[config.mk]
export PLATFORM = sky130hd
export DESIGN_NAME = bcd_updown_counter_mux
export DESIGN_NICKNAME = d
export VERILOG_FILES = /design/src/rtl/bcd_updown_counter_mux.sv
export SDC_FILE = /design/constraint.sdc
export NUM_CORES = 1
export LEC_CHECK = 0
export CAP_MARGIN = 0
export CORE_MARGIN = 1.5
export CORE_UTILIZATION = 43
export DETAILED_ROUTE_END_ITERATION = 6
export GPL_TIMING_DRIVEN = 0
export PLACE_DENSITY = 0.75
export SETUP_SLACK_MARGIN = 0.02
export SLEW_MARGIN = 20
export SYNTH_ARGS = -nofsm -noshare
export SYNTH_HDL_FRONTEND = slang
export SYNTH_SLANG_ARGS = --single-unit
[constraint.sdc]
create_clock -name clk -period 6.5 [get_ports clk]
set_clock_uncertainty 0.1 [all_clocks]
set_input_delay 1.3 -clock clk [delete_from_list [all_inputs] [get_ports clk]]
set_output_delay 1.3 -clock clk [all_outputs]
set_load 0.02 [all_outputs]
[src/rtl/bcd_updown_counter_mux.sv]
// -----------------------------------------------------------------------------
// bcd_updown_counter_mux
//
// Multi-digit BCD up/down counter with a multiplexed seven-segment display
// driver. The count changes on rising edges of `pulse`; clear and load are
// synchronous, and clear beats load, which beats a count event. The display
// scans one digit per REFRESH_DIV clocks and runs independently of the counter.
//
// Parameters
//   NUM_DIGITS  : number of BCD digits / display positions (2..8)
//   REFRESH_DIV : clk cycles each digit stays selected (>= 2)
//   BLANK_LZ    : 1 = blank leading zeros (digit 0 always shown)
//
// Ports
//   clk                  : clock, all state changes on its rising edge
//   rst                  : synchronous active-high reset
//   pulse                : count request, rising edge detected internally
//   up_down              : 1 = count up, 0 = count down
//   clear                : synchronous clear of the count
//   load                 : synchronous load of load_value (digits > 9 clamp to 9)
//   load_value           : BCD load value, digit 0 in bits [3:0]
//   count_bcd            : registered BCD count, digit 0 least significant
//   wrap                 : one-cycle pulse on all-9s -> all-0s or all-0s -> all-9s
//   seven_segment_data   : active-low {dp,g,f,e,d,c,b,a}
//   seven_segment_enable : active-low one-hot digit select
// -----------------------------------------------------------------------------
module bcd_updown_counter_mux #(
    parameter int NUM_DIGITS  = 4,
    parameter int REFRESH_DIV = 50000,
    parameter int BLANK_LZ    = 0
) (
    input  logic                    clk,
    input  logic                    rst,
    input  logic                    pulse,
    input  logic                    up_down,
    input  logic                    clear,
    input  logic                    load,
    input  logic [4*NUM_DIGITS-1:0] load_value,
    output logic [4*NUM_DIGITS-1:0] count_bcd,
    output logic                    wrap,
    output logic [7:0]              seven_segment_data,
    output logic [NUM_DIGITS-1:0]   seven_segment_enable
);

    localparam int CNT_W = $clog2(REFRESH_DIV);
    localparam int IDX_W = $clog2(NUM_DIGITS);
    localparam logic [CNT_W-1:0] REFRESH_LAST = CNT_W'(REFRESH_DIV - 1);
    localparam logic [IDX_W-1:0] IDX_LAST     = IDX_W'(NUM_DIGITS - 1);

    logic [4*NUM_DIGITS-1:0] count_q, count_d;
    logic                    wrap_q, wrap_d;
    logic                    pulse_q;
    logic                    count_event;
    logic [CNT_W-1:0]        refresh_q, refresh_d;
    logic [IDX_W-1:0]        idx_q, idx_d;
    logic [NUM_DIGITS-1:0]   seg_en_q, seg_en_d;
    logic [7:0]              seg_data_q, seg_data_d;

    // Active-low segment patterns, dp always off.
    function automatic logic [7:0] seg_encode(input logic [3:0] digit);
        case (digit)
            4'd0:    seg_encode = 8'hC0;
            4'd1:    seg_encode = 8'hF9;
            4'd2:    seg_encode = 8'hA4;
            4'd3:    seg_encode = 8'hB0;
            4'd4:    seg_encode = 8'h99;
            4'd5:    seg_encode = 8'h92;
            4'd6:    seg_encode = 8'h82;
            4'd7:    seg_encode = 8'hF8;
            4'd8:    seg_encode = 8'h80;
            4'd9:    seg_encode = 8'h90;
            default: seg_encode = 8'hFF;
        endcase
    endfunction

    assign count_event = pulse & ~pulse_q;

    // Counter next state: clear > load > count event.
    always_comb begin : count_next
        logic       carry;
        logic [3:0] dig;
        // NOTE: every variable gets a default before any branch so no path
        // leaves it unassigned, which would otherwise infer a latch.
        count_d = count_q;
        wrap_d  = 1'b0;
        carry   = 1'b1;
        dig     = 4'd0;
        if (clear) begin
            count_d = '0;
        end else if (load) begin
            for (int i = 0; i < NUM_DIGITS; i++) begin
                dig = load_value[4*i +: 4];
                count_d[4*i +: 4] = (dig > 4'd9) ? 4'd9 : dig;
            end
        end else if (count_event) begin
            // Decimal ripple: carry (up) or borrow (down) moves upward only
            // while digits roll over; a carry out of the top digit is a wrap.
            for (int i = 0; i < NUM_DIGITS; i++) begin
                dig = count_q[4*i +: 4];
                if (carry) begin
                    if (up_down) begin
                        if (dig == 4'd9) begin
                            count_d[4*i +: 4] = 4'd0;
                        end else begin
                            count_d[4*i +: 4] = dig + 4'd1;
                            carry = 1'b0;
                        end
                    end else begin
                        if (dig == 4'd0) begin
                            count_d[4*i +: 4] = 4'd9;
                        end else begin
                            count_d[4*i +: 4] = dig - 4'd1;
                            carry = 1'b0;
                        end
                    end
                end
            end
            wrap_d = carry;
        end
    end

    // Display scan next state.
    always_comb begin : display_next
        logic       zero_above;
        logic [3:0] cur_digit;
        logic       blank_cur;
        zero_above = 1'b1;
        cur_digit  = 4'd0;
        blank_cur  = 1'b0;
        // Walk from the top digit down so zero_above means "this digit and
        // every digit above it are zero" when the selected digit is reached.
        for (int i = NUM_DIGITS - 1; i >= 0; i--) begin
            zero_above = zero_above & (count_q[4*i +: 4] == 4'd0);
            if (idx_q == IDX_W'(i)) begin
                cur_digit = count_q[4*i +: 4];
                blank_cur = (BLANK_LZ != 0) && (i != 0) && zero_above;
            end
        end
        seg_en_d   = ~(NUM_DIGITS'(1) << idx_q);
        seg_data_d = blank_cur ? 8'hFF : seg_encode(cur_digit);

        if (refresh_q == REFRESH_LAST) begin
            refresh_d = '0;
            idx_d     = (idx_q == IDX_LAST) ? '0 : idx_q + IDX_W'(1);
        end else begin
            refresh_d = refresh_q + CNT_W'(1);
            idx_d     = idx_q;
        end
    end

    // NOTE: sequential state uses non-blocking assignments so every register
    // samples the pre-edge values regardless of statement order.
    always_ff @(posedge clk) begin
        if (rst) begin
            count_q    <= '0;
            wrap_q     <= 1'b0;
            // Held high so a pulse already high at reset release is not an edge.
            pulse_q    <= 1'b1;
            refresh_q  <= '0;
            idx_q      <= '0;
            seg_en_q   <= '1;
            seg_data_q <= 8'hFF;
        end else begin
            count_q    <= count_d;
            wrap_q     <= wrap_d;
            pulse_q    <= pulse;
            refresh_q  <= refresh_d;
            idx_q      <= idx_d;
            seg_en_q   <= seg_en_d;
            seg_data_q <= seg_data_d;
        end
    end

    assign count_bcd            = count_q;
    assign wrap                 = wrap_q;
    assign seven_segment_data   = seg_data_q;
    assign seven_segment_enable = seg_en_q;

endmodule

==> reports/metrics.csv <==
metric,value,unit
die area,0.00724,mm2
fin crit period,3.60,ns
Post-synth EDFFs,0,
ANT nets after route,0,
Hold Buf Count CTS,0,
Worst Tran Pin Value,0.900,ns
DRT Pass-1 Iters,6,
Max Fclk,278,MHz
Synth top area share,0.325,
CTS H-tree lvls,2,
register bit total from synthesis,47,
drt wl/cell,14.0,um
crit share post-route,0.554,
cell count after synthesis,361,
prevailing post-synth register cell,dfxtp_1,
status,finished with violations,
dpl hpwl,5110,um
DRC,3,
CP required,6.60,ns
"area leader, netlist",dfxtp_1,
ANT cells,0,
CP Launch Type,input port,
final instance area,0.00358,mm2
synth top area cells,"dfxtp_1 (32%), nor2_1 (6.0%), o21ai_0 (3.6%), xnor2_1 (3.6%), xor2_1 (3.6%)",
Port Buffer Count,47,
Vert. Die Dim,85.1,um
CTS tree,yes,
"FFs w/ async S/R, synth",0,
vias in the first global route,2560,
Die Wd,85.1,um
DR vias/cell,5.69,
Initial Util,0.451,
DR iter-0 viols,147,
clk slew on worst S/H paths,0.09,ns
cell area after synthesis,0.00290,mm2
fin. max-slew vios,0,
Critical Path End Type,flop,
RSZ-0062 raised after global routing,false,
core region area,0.00642,mm2
kind of critical path,input port to flop,
"Area growth, synth to finish",23.6,%
antenna violations before repair,0,
final net count,443,
"Avg Cell Area, Syn",8.03,um2
clock root buffer,clkbuf_8,
largest net degree at the start of global routing,17,
drt total wl,6890,um
fill count,589,
Post-CTS Setup Bufs,0,
leakage,0.00127,uW
area occupied by multi-input gates,0.00179,mm2
class of the tightest hold or removal check,flop to flop,
setup tns final,0,ns
Skew-Pair Late Insertion Delay,0.30,ns
vias,2805,
number of max-cap violations,0,
first-pass GRT wire length,11700,um
Worst Path Max Fanout,10,
grt total ovfl,0,
Post-Place Cell Area,0.00346,mm2
max_slew headroom,0.397,
TritonCTS buffer count,5,
io pins,51,
failing checks,design-rule violations,
Synth cell types,65,
GR Util All Layers,0.197,
register area share after synthesis,0.325,
VDD IR max,0.0000946,V
post-synth net total,389,
share of cells above drive strength 1,0.0673,
PwrDens,181,mW/mm2
PostCTS Resize Cnt,0,
site row count,29,
CTS sink cnt,47,
data arrival time of the critical path,3.70,ns
Synth Warn #,0,
GP Congestion,0.852,
FF/Latch Area,941,um2
Setup-failing EPs final,0,
CTS Buffer Depth,2,
final hold vios,0,
-- metrics by stage --
stage	cells	total power, uW	setup WS [ns]	utilization	hold slack, ns
2_1_floorplan	361	386	3.46	-	0.313
3_3_place_gp	485	430	2.68	0.539	0.324
3_5_place_dp	485	431	2.62	0.539	0.343
4_1_cts	493	655	2.96	0.558	0.355
5_1_grt	493	682	2.75	0.558	0.377
6_report	493	648	2.90	0.558	0.349
-- metal layers --
layer  share of wire  global-route usage  up-vias
met5               0                   0        -
met4          0.0083              0.0537        0
met3           0.055              0.0340        6
met2            0.47               0.325       81
met1            0.46               0.265     1313
li1                -                   -     1405
-- final timing paths --
| check | startpoint | endpoint | slack, ns | cells after the start |
|---|---|---|---|---|
| hold / removal | refresh_q[0] | refresh_q[0] | 0.35 | 1 |
| setup / recovery | up_down | count_bcd[14] | 2.90 | 9 |
| hold reg to reg | refresh_q[0] | refresh_q[0] | 0.35 | 1 |
| setup reg to reg | idx_q[0] | seven_segment_data[6] | 3.72 | 8 |
-- worst max-delay path, stage by stage --
cell and delay, ns:
clkdlybuf4s50_1 0.58, clkbuf_1 0.35, clkbuf_1 0.43, buf_1 0.45, inv_1 0.08, a31oi_1 0.16, o21ai_0 0.10, a31oi_1 0.17
nand2_1 0.07
-- cells in the mapped netlist, types with 3 or more instances --
cell type / number
nand3_1: 10
xor2_1: 12
nand2_1: 15
a211oi_1: 12
inv_1: 13
nand2b_1: 10
a221oi_1: 3
nor2b_1: 8
and3_1: 5
o31ai_1: 3
nand4_1: 6
a31oi_1: 6
clkbuf_1: 21
a21oi_1: 18
and2_1: 3
nand3b_1: 6
ha_1: 6
o21bai_1: 3
nor3b_1: 5
or2_2: 7
nor4_1: 5
o21ai_0: 21
nor2_1: 46
nor3_1: 9
xnor2_1: 12
dfxtp_1: 47
-- power breakdown --
part	switching (uW)	internal (uW)	total (uW)
registers	6.63	298	305
logic	66.4	54.2	121
clock network	106	117	223
total	179	469	648
-- state kept, by name, summed over array words and instances, names as in the netlist --
name                  flops
count_bcd                16
idx_q                     2
pulse_q                   1
refresh_q                16
seven_segment_data        7
seven_segment_enable      4
wrap                      1
-- cell usage in the layout, fill, tap and decap left out, types with 2 or more instances in the layout --
cell,n
a211oi_1,12
xor2_1,12
and3_1,5
clkdlybuf4s50_1,47
nor2_1,46
a21oi_1,18
o211ai_1,2
nand3b_1,6
o21ai_0,21
o31ai_1,3
o311a_1,2
and2_1,3
a31oi_1,6
dfxtp_1,47
ha_1,6
nor3b_1,5
or2_2,7
or3_1,2
nor3_1,9
inv_1,13
clkbuf_1,21
o21bai_1,3
buf_6,2
nor2b_1,8
a21o_1,2
clkbuf_8,5
nand2_1,15
nand4_1,6
xnor2_1,12
nor4_1,5
nand2b_1,10
nand3_1,10
a221o_1,2
o22ai_1,2
and4_1,2
a221oi_1,3
and2b_1,2
a22oi_1,2
-- area by class of cell --
class | count | share of cell area
clock inverters | 3 | 0.0133
plain buffers | 26 | 0.0328
flip-flops and latches | 47 | 0.263
multi-input cells | 274 | 0.499
clock buffers | 5 | 0.0192
repair buffers | 47 | 0.131
inverters | 14 | 0.0147
well taps | 77 | 0.0269
-- cells by family after synthesis --
family	after synthesis	share of synthesized area
xor gates and xnor gates	24	0.0725
DFF	47	0.325
other	1	0.00129
and+or+nand+nor	148	0.280
muxes	1	0.00345
adders and majority gates	6	0.0259
buffers and inverters	40	0.0587
AOI/OAI and AO/OA	94	0.233
Power figures use the tool's default switching activity.
